--- src/rtl/if_skid_stage_reg.sv ---
// if_skid_stage_reg
// -----------------
// Elastic fetch->decode stage register. It carries a {pc, instruction} beat
// under a valid/ready handshake. A two-entry skid buffer keeps in_ready free of
// any combinational path from out_ready.
//   freeze : hazard stall. Holds all state and blocks both handshakes.
//   flush  : taken branch. Empties the stage and drops any beat offered that
//            cycle. The output becomes a NOP bubble.
//
// Ports
//   clk, rst            : rising-edge clock, asynchronous active-high reset
//   freeze, flush       : stall / discard controls
//   in_valid, in_ready  : upstream handshake
//   in_pc, in_instr     : upstream beat
//   out_valid, out_ready: downstream handshake
//   out_pc, out_instr   : main (oldest) entry
//   occupancy           : number of held beats (0, 1 or 2)
module if_skid_stage_reg #(
  parameter int                 PC_W      = 32,
  parameter int                 INSTR_W   = 32,
  parameter logic [INSTR_W-1:0] NOP_INSTR = '0,
  parameter logic [PC_W-1:0]    RESET_PC  = '0
) (
  input  logic               clk,
  input  logic               rst,
  input  logic               freeze,
  input  logic               flush,
  input  logic               in_valid,
  output logic               in_ready,
  input  logic [PC_W-1:0]    in_pc,
  input  logic [INSTR_W-1:0] in_instr,
  output logic               out_valid,
  input  logic               out_ready,
  output logic [PC_W-1:0]    out_pc,
  output logic [INSTR_W-1:0] out_instr,
  output logic [1:0]         occupancy
);

  // The encoding doubles as the occupancy count.
  typedef enum logic [1:0] {
    S_EMPTY = 2'd0,
    S_ONE   = 2'd1,
    S_FULL  = 2'd2
  } state_t;

  state_t             r_state;
  logic               r_out_valid;
  logic [PC_W-1:0]    r_main_pc;
  logic [INSTR_W-1:0] r_main_instr;
  logic [PC_W-1:0]    r_skid_pc;
  logic [INSTR_W-1:0] r_skid_instr;

  logic w_in_ready;
  logic w_push;
  logic w_pop;

  // in_ready depends only on registered state and freeze.
  assign w_in_ready = (r_state != S_FULL) & ~freeze;
  assign w_push     = in_valid & w_in_ready & ~flush;
  assign w_pop      = r_out_valid & out_ready & ~freeze & ~flush;

  assign in_ready  = w_in_ready;
  assign out_valid = r_out_valid;
  assign out_pc    = r_main_pc;
  assign out_instr = r_main_instr;
  assign occupancy = r_state;

  // While frozen, w_push and w_pop are both low. The case below therefore
  // leaves every register untouched without a separate freeze branch.
  always_ff @(posedge clk or posedge rst) begin
    if (rst) begin
      r_state      <= S_EMPTY;
      r_out_valid  <= 1'b0;
      r_main_pc    <= RESET_PC;
      r_main_instr <= NOP_INSTR;
      r_skid_pc    <= RESET_PC;
      r_skid_instr <= NOP_INSTR;
    end else if (flush) begin
      // out_pc keeps its last value. Only the instruction becomes a bubble.
      r_state      <= S_EMPTY;
      r_out_valid  <= 1'b0;
      r_main_instr <= NOP_INSTR;
      r_skid_instr <= NOP_INSTR;
    end else begin
      case (r_state)
        S_EMPTY: begin
          if (w_push) begin
            r_main_pc    <= in_pc;
            r_main_instr <= in_instr;
            r_out_valid  <= 1'b1;
            r_state      <= S_ONE;
          end
        end
        S_ONE: begin
          if (w_push && w_pop) begin
            r_main_pc    <= in_pc;
            r_main_instr <= in_instr;
          end else if (w_push) begin
            r_skid_pc    <= in_pc;
            r_skid_instr <= in_instr;
            r_state      <= S_FULL;
          end else if (w_pop) begin
            r_main_instr <= NOP_INSTR;
            r_out_valid  <= 1'b0;
            r_state      <= S_EMPTY;
          end
        end
        S_FULL: begin
          // in_ready is low here, so only a pop can happen.
          if (w_pop) begin
            r_main_pc    <= r_skid_pc;
            r_main_instr <= r_skid_instr;
            r_state      <= S_ONE;
          end
        end
        default: begin
          r_state     <= S_EMPTY;
          r_out_valid <= 1'b0;
        end
      endcase
    end
  end

endmodule

--- config.mk ---
export PLATFORM = sky130hd
export DESIGN_NAME = if_skid_stage_reg
export DESIGN_NICKNAME = d
export VERILOG_FILES = /design/src/rtl/if_skid_stage_reg.sv
export SDC_FILE = /design/constraint.sdc
export NUM_CORES = 1
export LEC_CHECK = 0
export CAP_MARGIN = 0
export CORE_ASPECT_RATIO = 0.5
export CORE_MARGIN = 3
export CORE_UTILIZATION = 54
export DETAILED_ROUTE_END_ITERATION = 7
export GPL_TIMING_DRIVEN = 0
export PLACE_DENSITY = 0.85
export SLEW_MARGIN = 20
export SYNTH_ARGS = -nofsm -noshare
export SYNTH_HDL_FRONTEND = slang
export SYNTH_SLANG_ARGS = --single-unit
export TNS_END_PERCENT = 30
--- constraint.sdc ---
create_clock -name clk -period 6.1 [get_ports clk]
set_input_delay 0.915 -clock clk [delete_from_list [all_inputs] [get_ports clk]]
set_output_delay 0.915 -clock clk [all_outputs]
set_load 0.03 [all_outputs]
After elaboration in Yosys (flattened, before gate mapping):

Index checks and enable logic that the tools add are counted.

* bits in registers: 131
* output and inout bits: 68
* word-level logic and storage cells: 70

* eq/ne operators: 16
* multiplexer cells: 27
* bitwise gates (word level): 9
* reductions and logical operators: 12

Operator list (number)
* $mux 32: 12
* $pmux 32 s3: 2
* $ne 3x3->1 const B: 5
* $reduce_and 5->1: 3
* $mux 2: 6
* $ne 2x2->1 const B: 6
* $ne 4x4->1 const B: 3
* $reduce_and 4->1: 2
* $and 1x1->1: 6
* $pmux 2 s3: 1
* $mux 1: 5
* $reduce_bool 2->1: 2
* $reduce_bool 4->1: 1
* $not 1->1: 3
* $pmux 1 s3: 1
* $reduce_and 3->1: 1
* $reduce_bool 3->1: 1
* $eq 2x1->1 const B: 1
* $eq 2x2->1 const B: 1
* $logic_not 2->1: 1
* $logic_and 1x1->1: 1

Longest topological paths before layout:

* depth in word-level cells: 8
* gate-level depth with buffers: 8

Worst setup path after synthesis:

Ideal clock, no wire load.

* path kind: reg2out
* from: reg r_state[0] (netlist: occupancy[0])
* to: out in_ready
* data arrival time: 1.783 ns
* data required time: 5.185 ns
* path slack: 3.402 ns
* stages on the path, launching flop included: 6
* path buffers: 2
* cells stage by stage: dfrtp_1 inv_1 ha_1 buf_2 buf_1 nor2_1

* word-level cells in the longest chain between the ends: 2

RTL lines
* from (decl): line 46 `state_t r_state;`
* from (signal assigned): line 72 `r_state <= S_EMPTY;`
* from (signal assigned): line 80 `r_state <= S_EMPTY;`
* from (signal assigned): line 91 `r_state <= S_ONE;`
* $ne 2x2->1: line 58 `assign w_in_ready = (r_state != S_FULL) & ~freeze;`
* $and 1x1->1: line 58
* to (decl): line 29 `output logic in_ready,`

No other way between the ends.

Worst setup path in the final report:

Ends and elaborated chain as after synthesis.

==> reports/metrics.yaml <==
outcome: "finished, final reports clean"
avgSynthCellArea_um2: 13.8
fin_crit_ns: 3.54
finalNonFillerCells: 742
remaining_drc_errors: 0
fp-row-count: 26
placed_cell_area_um2: 7570
yosysUniqueCellTypes: 36
clkLatencyLatePin_ns: 0.41
synth_top_area_share_pct: 54.7
rsz0062_at_grt: "false"
hold_viol: 0
max_stage_delay_ns: 0.61
ctsHoldBuffers: 0
synthAdderAreaFrac_pct: 1.04
synth-xor-area-share_pct: 0
crit_chain: "inv_1 > ha_1 > buf_2 > buf_1 > nor2_1 > clkdlybuf4s50_1"
setup_viol: 0
p_leak_uw: 0.00356
synthArstFlopShare_pct: 100
final_antenna_net_count: 0
gp_congestion: 0.797
num-fill-cells: 674
setup.worst_path.class: "reg2out"
grt_overflow: 0
multi_input_area_um2: 2520
synth-simple-area-share_pct: 5.87
fmaxAchievable_mhz: 282
io_pins: 138
dp_cells: 711
synth_flop_cell: "dfrtp_1"
cp_slowest_cell: "clkdlybuf4s50_1"
slew_viol_final: 0
synth_cells: 433
grt_max_degree: 75
required_ns: 5.18
antenna_found_initial: 0
syn_to_final_growth_pct: 36.6
max_slew_margin_pct: 57.7
critical_path.top_delay_family: "buffers and inverters"
crit_buf_inv: 4
clkTransAtPathRegs_ns: 0.05
coreArea_um2: 10500
setup.worst_path.end_class: "primary output"
postCtsSetupBuffers: 0
syn_area_um2: 5990
gr-usage-all-layers_pct: 24.1
seq_area_frac_synth_pct: 54.7
die_w_um: 155
synth_top_area_cell: "dfrtp_1"
skew_ns: 0.0159
worst_pin_slew_ns: 0.634
dieArea_um2: 12500
crit_fanout: 10
cts_buffers: 17
avgRoutedWirePerCell_um: 19.2
antenna_cells: 0
vias_per_cell: 5.74
routed_wl_um: 14200
critPathLaunchType: "flip-flop"
die_y_um: 80.5
synth_enable_flop_cells: 0
cts_tree: "built"
first_global_vias: 4631
io_buffers: 137
synthMuxAreaShare_pct: 20.3
ys_warn_count: 0
synth_compound_area_share_pct: 14.9
drive_above_1_share_pct: 20.8
vias: 4262
synth_top_cells_by_area: "dfrtp_1 (55%), mux2_2 (7.5%), mux2_4 (7.5%)"
synth_top_family_by_area: "multiplexers"
irDropWorstVdd_v: 0.000248
min_period_over_period_pct: 58.1
grt_pass1_wl_um: 23500
p_per_area_nw_per_um2: 453
fin_area_um2: 8180
root_buffer: "clkbuf_16"
place_hpwl_um: 9240
nNetsFinal: 665
drt_first_pass_iters: 4
seq_area_um2: 3280
initial_core_util_pct: 57.0
synth-seq-cells: 131
drt_iter0_drc: 183
synth_nets: 508
clock_sinks: 131
maxCapViolCount: 0
htree_levels: 4
cp.arrival_ns: 2.63
cts_buffer_depth: 2
min_path_type: "reg2reg"
cts.repair.resized: 0
per-layer routing:
metal / global-route usage [%] / up-vias / wire [um] / share of wire [%]
li1: - / 1963 / - / -
met1: 31.1 / 2175 / 6310 / 44
met2: 40.1 / 116 / 7040 / 50
met3: 5.81 / 8 / 767 / 5.4
met4: 8.99 / 0 / 98 / 0.69
met5: 0 / - / 0 / 0
power by group:
part | internal (uW) | switching (uW) | total (uW) | leakage [uW]
clock | 663 | 384 | 1050 | 0.000287
sequential | 1150 | 164 | 1310 | 0.00169
combinational | 654 | 691 | 1350 | 0.00158
total | 2470 | 1240 | 3710 | 0.00356
synthesized netlist by cell type, types with 2 or more instances:
cell type	n
dfrtp_1	131
clkbuf_1	16
inv_1	4
nand2_1	3
nor2b_1	32
o2bb2ai_1	32
nor3_1	2
buf_2	11
a22o_1	32
mux2_1	28
nor3b_1	2
buf_6	3
mux2_4	30
buf_4	3
mux2_2	40
a221oi_1	32
ha_1	5
nor2_1	9
state kept, by name, summed over array words and instances, names as in the netlist:
| name | flops |
|---|---|
| out_instr | 32 |
| out_pc | 32 |
| r_skid_instr | 32 |
| r_skid_pc | 32 |
| occupancy | 2 |
| out_valid | 1 |
path summary, 6_finish.rpt:
kind / slack (ns) / end / cells past startpoint / startpoint
min: 0.48 / r_skid_pc[5] / 1 / r_skid_pc[5]
max in group asynchronous: 4.48 / out_pc[7] / 3 / rst
max reg2reg: 3.72 / out_pc[6] / 6 / occupancy[0]
max: 2.56 / in_ready / 6 / occupancy[0]
min in group asynchronous: 0.93 / out_instr[0] / 2 / rst
min reg2reg: 0.48 / r_skid_pc[5] / 1 / r_skid_pc[5]
layout make-up:
type / count / share of cell area [%]
Buffer: 34 / 2.14
Clock buffer: 19 / 5.54
Clock inverter: 12 / 1.91
Inverter: 4 / 0.275
Multi-Input combinational cell: 264 / 30.8
Sequential cell: 131 / 40.1
Tap cell: 140 / 2.14
Timing Repair Buffer: 138 / 17.1
placed cells by master, fill, tap and decap left out, types with 2 or more instances in the layout:
cell               n
a221oi_1          32
a22o_1            32
buf_2             11
buf_4              3
buf_6              3
bufinv_16          3
clkbuf_1          16
clkbuf_16         17
clkbuf_8           2
clkdlybuf4s50_1  137
clkinv_2           2
clkinv_4           2
clkinvlp_4         4
dfrtp_1          131
ha_1               5
inv_1              3
mux2_1            28
mux2_2            40
mux2_4            30
nand2_1            3
nor2_1             9
nor2b_1           32
nor3_1             2
nor3b_1            2
o2bb2ai_1         32
cells by family after synthesis:
kind of cell,Yosys count
compound gates,103
fa+ha+maj,5
buf+inv,38
flops,131
mux,98
simple gates,58
per-stage QoR:
| step | worst slack, ns | hold WS, ns | TNS, ns | utilization (%) | total power [uW] |
|---|---|---|---|---|---|
| after floorplan | 1.69 | 0.452 | 0 | - | 2130 |
| after global placement | -0.160 | 0.461 | -19.90 | 71.7 | 2620 |
| after detailed placement | 2.93 | 0.471 | 0 | 72.1 | 2660 |
| after CTS | 2.53 | 0.485 | 0 | 77.9 | 3730 |
| after global routing | 2.39 | 0.498 | 0 | 77.9 | 3880 |
| final | 2.56 | 0.483 | 0 | 77.9 | 3710 |
Note: power is estimated with default switching activity, not from simulation.
